## src/rtl/btn_conditioner.sv

```systemverilog
// Push-button conditioner: synchronizes, debounces and arbitrates up/down/clr
// buttons into registered levels and single-cycle press ticks.
module btn_conditioner #(
  parameter int DB_CYCLES = 1_000_000
) (
  input  logic clk,
  input  logic reset,
  input  logic up_in,
  input  logic down_in,
  input  logic clr_in,
  output logic up,
  output logic down,
  output logic clr,
  output logic up_tick,
  output logic down_tick,
  output logic clr_tick
);

  typedef enum logic [1:0] {ZERO, WAIT1, ONE, WAIT0} db_state_t;

  localparam logic [19:0] CNT_MAX = 20'(DB_CYCLES - 1);

  // Channel index: 0 = up, 1 = down, 2 = clr
  logic [2:0] raw;
  logic [2:0] sync_p0;
  logic [2:0] sync_p1;
  logic [2:0] lvl;
  logic [2:0] rise_p2;

  assign raw = {clr_in, down_in, up_in};

  // Stage p0/p1: two-flop synchronizer, sync_p1 is the sampled level
  always_ff @(posedge clk or negedge reset) begin
    if (!reset) begin
      sync_p0 <= '0;
      sync_p1 <= '0;
    end else begin
      sync_p0 <= raw;
      sync_p1 <= sync_p0;
    end
  end

  // Stage p2: per-channel debounce FSM, rise strobe registered on WAIT1->ONE
  for (genvar i = 0; i < 3; i++) begin : g_ch
    db_state_t   state;
    db_state_t   state_nxt;
    logic [19:0] cnt;
    logic [19:0] cnt_nxt;
    logic        rise_nxt;
    logic        rise_q;

    always_ff @(posedge clk or negedge reset) begin
      if (!reset) begin
        state  <= ZERO;
        cnt    <= '0;
        rise_q <= 1'b0;
      end else begin
        state  <= state_nxt;
        cnt    <= cnt_nxt;
        rise_q <= rise_nxt;
      end
    end

    always_comb begin
      state_nxt = state;
      cnt_nxt   = cnt;
      rise_nxt  = 1'b0;
      unique case (state)
        ZERO: begin
          if (sync_p1[i]) begin
            state_nxt = WAIT1;
            cnt_nxt   = '0;
          end
        end
        WAIT1: begin
          if (!sync_p1[i]) begin
            state_nxt = ZERO;
          end else if (cnt == CNT_MAX) begin
            state_nxt = ONE;
            rise_nxt  = 1'b1;
          end else begin
            cnt_nxt = cnt + 20'd1;
          end
        end
        ONE: begin
          if (!sync_p1[i]) begin
            state_nxt = WAIT0;
            cnt_nxt   = '0;
          end
        end
        WAIT0: begin
          // A return to 1 before the gap qualifies is a bounce, not a new press
          if (sync_p1[i]) begin
            state_nxt = ONE;
          end else if (cnt == CNT_MAX) begin
            state_nxt = ZERO;
          end else begin
            cnt_nxt = cnt + 20'd1;
          end
        end
        default: state_nxt = ZERO;
      endcase
    end

    assign lvl[i]     = (state == ONE) || (state == WAIT0);
    assign rise_p2[i] = rise_q;
  end

  // Stage p3: registered arbitration; clr dominates, up+down together holds
  always_ff @(posedge clk or negedge reset) begin
    if (!reset) begin
      up        <= 1'b0;
      down      <= 1'b0;
      clr       <= 1'b0;
      up_tick   <= 1'b0;
      down_tick <= 1'b0;
      clr_tick  <= 1'b0;
    end else begin
      clr       <= lvl[2];
      up        <= lvl[0] & ~lvl[1] & ~lvl[2];
      down      <= lvl[1] & ~lvl[0] & ~lvl[2];
      up_tick   <= rise_p2[0];
      down_tick <= rise_p2[1];
      clr_tick  <= rise_p2[2];
    end
  end

endmodule

```

## config.mk

```make
export PLATFORM = sky130hd
export DESIGN_NAME = btn_conditioner
export DESIGN_NICKNAME = d
export VERILOG_FILES = /design/src/rtl/btn_conditioner.sv
export SDC_FILE = /design/constraint.sdc
export NUM_CORES = 1
export LEC_CHECK = 0
export CORE_ASPECT_RATIO = 0.7
export CORE_MARGIN = 2
export CORE_UTILIZATION = 24
export DETAILED_ROUTE_END_ITERATION = 6
export GPL_ROUTABILITY_DRIVEN = 1
export PLACE_DENSITY = 0.43
export SLEW_MARGIN = 20
export SYNTH_ARGS = -nofsm -noshare
export SYNTH_HDL_FRONTEND = slang
export SYNTH_SLANG_ARGS = --single-unit
```

## constraint.sdc

```tcl
create_clock -name clk -period 6.45 [get_ports clk]
set_input_delay 1.6125 -clock clk [delete_from_list [all_inputs] [get_ports clk]]
set_output_delay 1.6125 -clock clk [all_outputs]
set_load 0.01 [all_outputs]
```

After elaboration in Yosys (flattened, before gate mapping). Cells that the tools add are included.

Bits in registers: 81. Input bits: 5. Output and inout bits: 6. Word-level logic and storage cells: 117.

$add $sub $neg: 3. Eq/ne operators: 30. Multiplexer cells: 48. Bitwise operators: 7. Reduce and logical (&&, ||, !) cells: 12.

Operators by type and width (count): two-way mux 20 bit (15); one-hot mux 20 bit (4 select lines) (3); adder 20 x 1 -> 20 bit (second input constant) (3); == test 20 bit (second input constant) (3); two-way mux 2 bit (18); != test 2 bit (second input constant) (12); one-hot mux 2 bit (4 select lines) (3); AND reduction 4 bit (6); != test 3 bit (second input constant) (6); == test 2 bit (second input constant) (6); two-way mux 1 bit (9); == test 2 x 1 -> 1 bit (second input constant) (3); logical NOT 2 bit (3); bitwise AND 1 bit (4); logical OR 1 bit (3); NOT 1 bit (3).

Logic depth before layout (Yosys ltp). Gate-level depths: netlist of the first run.

Depth in word-level cells: 5. Gate-level depth with buffers: 7. Depth with buffers taken out: 6.

Worst setup path before layout of the first run. Ideal clock, no wire load.

Kind: reg2reg. From: reg g_ch[0].cnt[0]. To: reg g_ch[0].cnt[0]. Library setup time: 0.121 ns. Arrival time: 2.044 ns. Required time: 6.329 ns. Path slack: 4.285 ns. Stages on the path, launching flop included: 8. Buffers on the path: 1. Clock period less this slack: 2.165 ns. Cells stage by stage: dfrtp_1 > ha_1 > nand3_1 > or3_1 > nor4_4 > buf_4 > mux2_2 > a22o_1.

Cells in the longest elaborated chain, start to end: 4. Elaborated cells between the ends (all ways): 6. Classes of those cells: 1 x add/sub; 1 x eq/ne; 4 x mux.

RTL lines: from (decl) (line 47) `logic [19:0] cnt;`; from (signal assigned) (line 59) `cnt <= cnt_nxt;`; adder 20 x 1 -> 20 bit or == test 20 bit (tied branches); two-way mux 20 bit (*) (line 78, 95); two-way mux 20 bit (on tied branches) (line 93, 76); one-hot mux 20 bit (4 select lines) (*) (line 68) `unique case (state)`.

Mark *: on every way between the ends. The rest lies on a longest branch, timed or not. The select of a mux whose other input is x is not followed. A chain may end at the register's enable or synchronous reset.

Worst setup path in the final report of the first run.
From: reg up. To: out up.

RTL lines: from (decl) (line 11) `output logic up,`; from (signal assigned) (line 120) `up <= lvl[0] & ~lvl[1] & ~lvl[2];`.

No word-level cell between the ends.

==> results of run 1 <==
sequential cells by signal, summed over array words and instances, names as in the netlist, 3 cells and up, named ones only:
| name | cells |
|---|---|
| g_ch.state | 3 |
| sync_p0 | 3 |
| sync_p1 | 3 |
| g_ch.cnt | 60 |
| g_ch.rise_q | 3 |
logic make-up (layout without fill, tap and decap cells):
logic type / after synthesis / after routing / share of synthesized area (%)
AO/OA/AOI/OAI: 94 / 94 / 15.6
XOR/XNOR: 17 / 17 / 3.77
adder cells (fa/ha/maj): 3 / 3 / 0.904
buffers and inverters: 27 / 31 / 2.77
flip-flops: 81 / 81 / 48.8
multiplexers: 7 / 7 / 1.84
AND/OR/NAND/NOR: 201 / 201 / 26.4
power by group through the flow:
stage	Combinational, W	Sequential [W]	Clock, W
floorplan	0.0000448	0.000552	0
global placement	0.0000620	0.000562	0
detailed placement	0.0000626	0.000563	0
CTS	0.0000633	0.000554	0.000457
global route	0.0000721	0.000559	0.000483
finish	0.0000615	0.000555	0.000440
path summary, 6_finish.rpt:
check	from	end	slack, ps	depth (start not counted)
worst min-delay path	g_ch[1].rise_q	down_tick	340	0
max in group asynchronous	reset	g_ch[1].cnt[19]	4240	2
worst max-delay path	up	up	3650	1
min in group asynchronous	reset	g_ch[2].cnt[6]	1200	1
worst min register to register	g_ch[1].rise_q	down_tick	340	0
worst max register to register	g_ch[0].cnt[0]	g_ch[0].cnt[1]	3860	6
metrics by stage:
stage,total power (W),instance area [um2],cells
after floorplan,0.000597,4150,430
after global placement,0.000624,4480,653
after detailed placement,0.000626,4480,653
after CTS,0.00107,4720,665
after global routing,0.00111,4720,665
final,0.00106,4720,665
area by class of cell:
cell class	count	area [um2]	area share, %
Sequential cell	81	2030	42.9
Multi-Input combinational cell	322	2020	42.8
Tap cell	231	289	6.12
Clock buffer	11	233	4.93
Timing Repair Buffer	13	120	2.54
Inverter	6	22.5	0.477
Clock inverter	1	7.51	0.159
synth_stat cells (all sizes together) (2+ instances only):
cell type   n
dfrtp      81
nand2      47
nand3      38
nor2       30
a21oi      19
o21ai      18
a22o       14
nand4      14
and3       13
xor2       13
clkbuf     12
a31oi      10
buf         9
nand2b      8
or4         8
nor3        7
o211ai      7
inv         6
nor4        6
o31ai       6
a41oi       5
mux2        5
a31o        4
and4        4
nor3b       4
xnor2       4
a21o        3
and2        3
ha          3
nor4bb      3
or2         3
or3         3
or4b        3
a221o       2
and3b       2
mux2i       2
nand4b      2
o311ai      2
placed cells by master (no fill, tap or decap), drive strengths merged, types with 4 or more instances in the layout:
cell type       n
dfrtp          81
nand2          47
nand3          38
nor2           30
a21oi          19
o21ai          18
nand4          14
a22o           14
and3           13
xor2           13
clkbuf         11
a31oi          10
clkdlybuf4s50   9
or4             8
nand2b          8
o211ai          7
nor3            7
o31ai           6
inv             6
nor4            6
a41oi           5
mux2            5
nor3b           4
and4            4
buf             4
xnor2           4
a31o            4
metal layers:
| layer | track usage [%] | up-vias |
|---|---|---|
| li1 | - | 1611 |
| met1 | 16.9 | 1612 |
| met2 | 14.5 | 46 |
| met3 | 3.04 | 6 |
| met4 | 2.68 | 0 |
| met5 | 0 | - |
==> run_results.csv, run 1 <==
group,metric,value,unit
sta,finClkSkew,8.93,ps
critical_path,criticalPathCategory,"reg -> out",
critical_path,slowest_stage,"clkdlybuf4s50_1",
critical_path,critPathCaptureType,"output pin",
critical_path,critPathLaunchType,"register",
layout,final.fill_count,1788,
power_and_ir_drop,power_frac_seq,52.5,%
routing,drt_wl_total,9280,um
global_routing,grt-ovfl-total,0,
logic_synthesis,synth_edf_count,0,
sta,rsz0062_at_grt,"false",
critical_path,cp_max_fo,1,
logic_synthesis,yosys.area.top_type,"dfrtp_1",
routing,wl_met2,3750,um
critical_path,path_delay_family,"buffers and inverters",
global_routing,antenna_found_initial,0,
clock_tree,cts.reportedPaths.clkPinSlew,50,ps
power_and_ir_drop,switchingPower,0.000253,W
power_and_ir_drop,p_sw_share,24.0,%
placement,hpwl,6230,um
logic_synthesis,ys_ff_latch,81,
critical_path,slowest_delay,530,ps
routing,post_drt_wl_per_cell,14.0,um
clock_tree,clk_latency,330,ps
clock_tree,clock-root-buffer,"clkbuf_16",
die,initial_core_util,24.3,%
logic_synthesis,seq_area_frac_synth,48.8,%
routing,dr.pass1.iters,4,
clock_tree,cts-resized-gates,0,
layout,area_growth,13.6,%
routing,dr.first_iter.drc_count,249,
layout,antennaDiodeCount,0,
routing,dr_wl_met3,341,um
logic_synthesis,yosysWarnings,0,
logic_synthesis,ys_async_sr_fraction,100,%
sta,relSlewSlack,36.0,%
sta,drv_slew,0,
power_and_ir_drop,worst_ir_drop_vdd,0.106,mV
placement,gp_congestion,0.753,
layout,fin_nets,441,
clock_tree,cts_tree,"yes",
logic_synthesis,synth_nets,438,
layout,fin_util,27.7,%
sta,setup_viol,0,
critical_path,arrival,1190,ps
critical_path,cp.buffers_inverters,1,
routing,highest_layer,"met4",
sta,fmax,357,MHz
sta,fin_tns_setup,0,ps
logic_synthesis,avgSynthCellArea,9.66,um2
sta,worst_pin_slew,960,ps
global_routing,grt_max_degree,53,
critical_path,crit_chain,"clkdlybuf4s50_1",
clock_tree,cts_inserted_buffers,9,
global_routing,grt_first_pass_wirelength,15900,um
logic_synthesis,synth_cells,430,
die,coreArea,17100,um2
job,cap_violations,0,
power_and_ir_drop,internal-power,0.000803,W
die,die_x,161,um
routing,wl_met1,5100,um
die,die_h,114,um
power_and_ir_drop,clockPowerShare,41.6,%
logic_synthesis,synthFlopType,"dfrtp_1",
critical_path,required,4840,ps
power_and_ir_drop,leakagePower,1.95,nW
routing,ant_nets,0,
status,status,"complete, no violations",
sta,hold_violations,0,
logic_synthesis,synth_area_leaders,"dfrtp_1 (49%), nand3_1 (4.6%), nand2_1 (4.2%)",
die,design.die.area,18400,um2
logic_synthesis,syn-cell-area,4150,um2
layout,drive_gt1_share,6.22,%
die,row_count,40,
logic_synthesis,ys_types,55,
global_routing,track_usage,10.9,%
clock_tree,clockBufferDepth,2,
clock_tree,hold_buffers,0,
global_routing,grt_pass1_vias,3015,
placement,pre_cts_ws,3770,ps
sta,fin_crit_sh,43.4,%
power_and_ir_drop,powerDensity,224,nW/um2
clock_tree,htree_num_levels,3,
sta,fin_hold_ws,345,ps
sta,layout_setup_ws,3650,ps
clock_tree,clock-sinks,81,
routing,dr_total_vias,3275,
worst_hold_path,hold_class,"reg -> reg",
logic_synthesis,synth_top_area_share,48.8,%
routing,vias_per_cell,4.92,
power_and_ir_drop,comb_power_share,5.8,%
routing,drc,0,
die,ios,11,
clock_tree,post_cts_buffers,0,
sta,period_needed,2800,ps
placement,io_buffers,10,
Note: power is estimated with default switching activity, not from simulation.
==> inputs of run 2 (changes only) <==
--- a/config.mk
+++ b/config.mk
@@ -10,7 +10,7 @@
 export CORE_UTILIZATION = 24
 export DETAILED_ROUTE_END_ITERATION = 6
 export GPL_ROUTABILITY_DRIVEN = 1
-export PLACE_DENSITY = 0.43
+export PLACE_DENSITY = 0.44
 export SLEW_MARGIN = 20
 export SYNTH_ARGS = -nofsm -noshare
 export SYNTH_HDL_FRONTEND = slang
==> constraint.sdc (replaced) <==
create_clock -name clk -period 2.3 [get_ports clk]
set_input_delay 0.575 -clock clk [delete_from_list [all_inputs] [get_ports clk]]
set_output_delay 0.575 -clock clk [all_outputs]
set_load 0.01 [all_outputs]
==> run_results.csv, run 2 (synthesized netlist as in run 1, its figures left out) <==
group,metric,value,unit
die,die_h,114,um
layout,final_cell_mix,"dfrtp_1 (81), nand2_1 (46), nand3_1 (38)",
power_and_ir_drop,comb_power_share,6.6,%
clock_tree,clock-sinks,81,
routing,dr_wl_met3,379,um
routing,vias_per_cell,4.83,
clock_tree,cts_inserted_buffers,9,
critical_path,critPathLaunchType,"register",
sta,worst_pin_slew,604,ps
layout,drive_gt1_share,12.1,%
power_and_ir_drop,power_frac_seq,49.4,%
layout,finalNonFillerCells,693,
power_and_ir_drop,powerDensity,630,nW/um2
routing,drt_wl_total,9880,um
layout,largest_register_ffs,60,
layout,final_common_cell,"dfrtp_1",
routing,ant_nets,0,
routing,wl_met2,4070,um
power_and_ir_drop,worst_ir_drop_vdd,0.302,mV
power_and_ir_drop,total_power,0.00313,W
placement,place_area,4680,um2
die,ios,11,
power_and_ir_drop,clockPowerShare,44.0,%
layout,largest_register,"g_ch.cnt",
clock_tree,cts.reportedPaths.clkPinSlew,70,ps
sta,drv_slew,0,
layout,antennaDiodeCount,0,
power_and_ir_drop,switchingPower,0.000827,W
placement,gp_congestion,0.778,
worst_hold_path,hold_class,"in -> async",
power_and_ir_drop,p_sw_share,26.4,%
clock_tree,cts_tree,"yes",
routing,post_drt_wl_per_cell,14.2,um
global_routing,grt_first_pass_wirelength,16900,um
sta,hold_violations,0,
sta,finClkSkew,11.0,ps
global_routing,grt_pass1_vias,3237,
sta,relSlewSlack,59.4,%
critical_path,arrival,2350,ps
global_routing,track_usage,11.5,%
die,coreArea,17100,um2
clock_tree,clockBufferDepth,2,
layout,final.fill_count,1792,
clock_tree,hold_buffers,0,
critical_path,cp_max_fo,6,
global_routing,antenna_found_initial,0,
clock_tree,clk_latency,350,ps
clock_tree,htree_num_levels,3,
die,die_x,161,um
layout,finish.instance_area,4960,um2
routing,dr_total_vias,3349,
global_routing,grt_max_degree,38,
clock_tree,cts-resized-gates,0,
critical_path,critPathCaptureType,"register",
job,cap_violations,0,
layout,area_growth,19.5,%
global_routing,grt-ovfl-total,0,
routing,dr.pass1.iters,4,
placement,placed_cells,676,
die,row_count,40,
routing,highest_layer,"met4",
clock_tree,clock-root-buffer,"clkbuf_16",
sta,setup_viol,0,
critical_path,required,2530,ps
power_and_ir_drop,leakagePower,2.11,nW
power_and_ir_drop,internal-power,0.00230,W
routing,drc,0,
die,initial_core_util,24.3,%
routing,wl_met1,5340,um
placement,io_buffers,10,
clock_tree,post_cts_buffers,0,
sta,fin_hold_ws,140,ps
layout,fin_nets,465,
die,design.die.area,18400,um2
sta,fmax,471,MHz
sta,period_needed,2120,ps
placement,hpwl,6830,um
routing,dr.first_iter.drc_count,231,
status,status,"complete, no violations",
sta,rsz0062_at_grt,"false",
sta,fin_tns_setup,0,ps
critical_path,criticalPathCategory,"reg -> reg",
sta,fin_crit_sh,92.3,%
[run 2: cell count changes in the layout (fill, tap and decap cells not counted)]
cell      before  now
buf_12         0    2
nor2_2         1    0
nor2_1        29   30
clkbuf_1       2    0
buf_4          4   26
clkinv_2       0    1
inv_6          0    1
clkinv_4       0    4
[run 2: metrics by stage]
stage	util (%)	setup WS, ps
2_1_floorplan	-	135
3_3_place_gp	27.4	132
3_5_place_dp	27.4	73.5
4_1_cts	29.0	27.9
5_1_grt	29.1	45.8
6_report	29.1	178
[run 2: power by group through the flow]
| stage | clock [W] | combinational, W | sequential [W] |
|---|---|---|---|
| after floorplan | 0 | 0.000126 | 0.00155 |
| after global placement | 0 | 0.000203 | 0.00157 |
| after detailed placement | 0 | 0.000209 | 0.00157 |
| after CTS | 0.00143 | 0.000210 | 0.00154 |
| after global routing | 0.00149 | 0.000235 | 0.00156 |
| final | 0.00138 | 0.000205 | 0.00155 |
[run 2: layout make-up]
type | count | area [um2] | share of cell area, %
inverter | 6 | 22.5 | 0.454
tap | 231 | 289 | 5.82
multi-input combinational | 322 | 2020 | 40.7
sequential | 81 | 2030 | 40.8
clock buffer | 9 | 225 | 4.54
clock inverter | 7 | 56.3 | 1.13
timing repair buffer | 37 | 325 | 6.55
[run 2: path summary, 6_finish.rpt]
path | from | endpoint | slack, ps | cells after the start
worst min-delay path | reset | g_ch[2].cnt[5] | 140 | 1
worst max-delay path | g_ch[0].cnt[12] | g_ch[0].cnt[0] | 180 | 5
min in group clk | sync_p0[2] | sync_p1[2] | 340 | 0
worst min register to register | sync_p0[2] | sync_p1[2] | 340 | 0
max in group asynchronous | reset | g_ch[1].cnt[0] | 1550 | 2
worst max register to register | g_ch[0].cnt[12] | g_ch[0].cnt[0] | 180 | 5
[run 2: worst max-delay path, stage by stage (launching register included)]
cell and delay [ps]:
dfrtp_1 430, or4_1 600, nor4_4 280, buf_4 180, mux2_2 330, a22o_1 180
[run 2: metal layers]
metal  up-vias  track usage (%)
met3         7             2.83
met2        52             15.9
met5         -                0
li1       1662                -
met1      1628             17.5
met4         0             2.86
==> inputs of run 3 (changes only) <==
--- a/config.mk
+++ b/config.mk
@@ -11,7 +11,7 @@
 export DETAILED_ROUTE_END_ITERATION = 6
 export GPL_ROUTABILITY_DRIVEN = 1
 export PLACE_DENSITY = 0.44
-export SLEW_MARGIN = 20
+export SLEW_MARGIN = 0
 export SYNTH_ARGS = -nofsm -noshare
 export SYNTH_HDL_FRONTEND = slang
 export SYNTH_SLANG_ARGS = --single-unit
==> results of run 3 <==
Same layout as run 2: the final DEF is identical, and so are final timing and power.
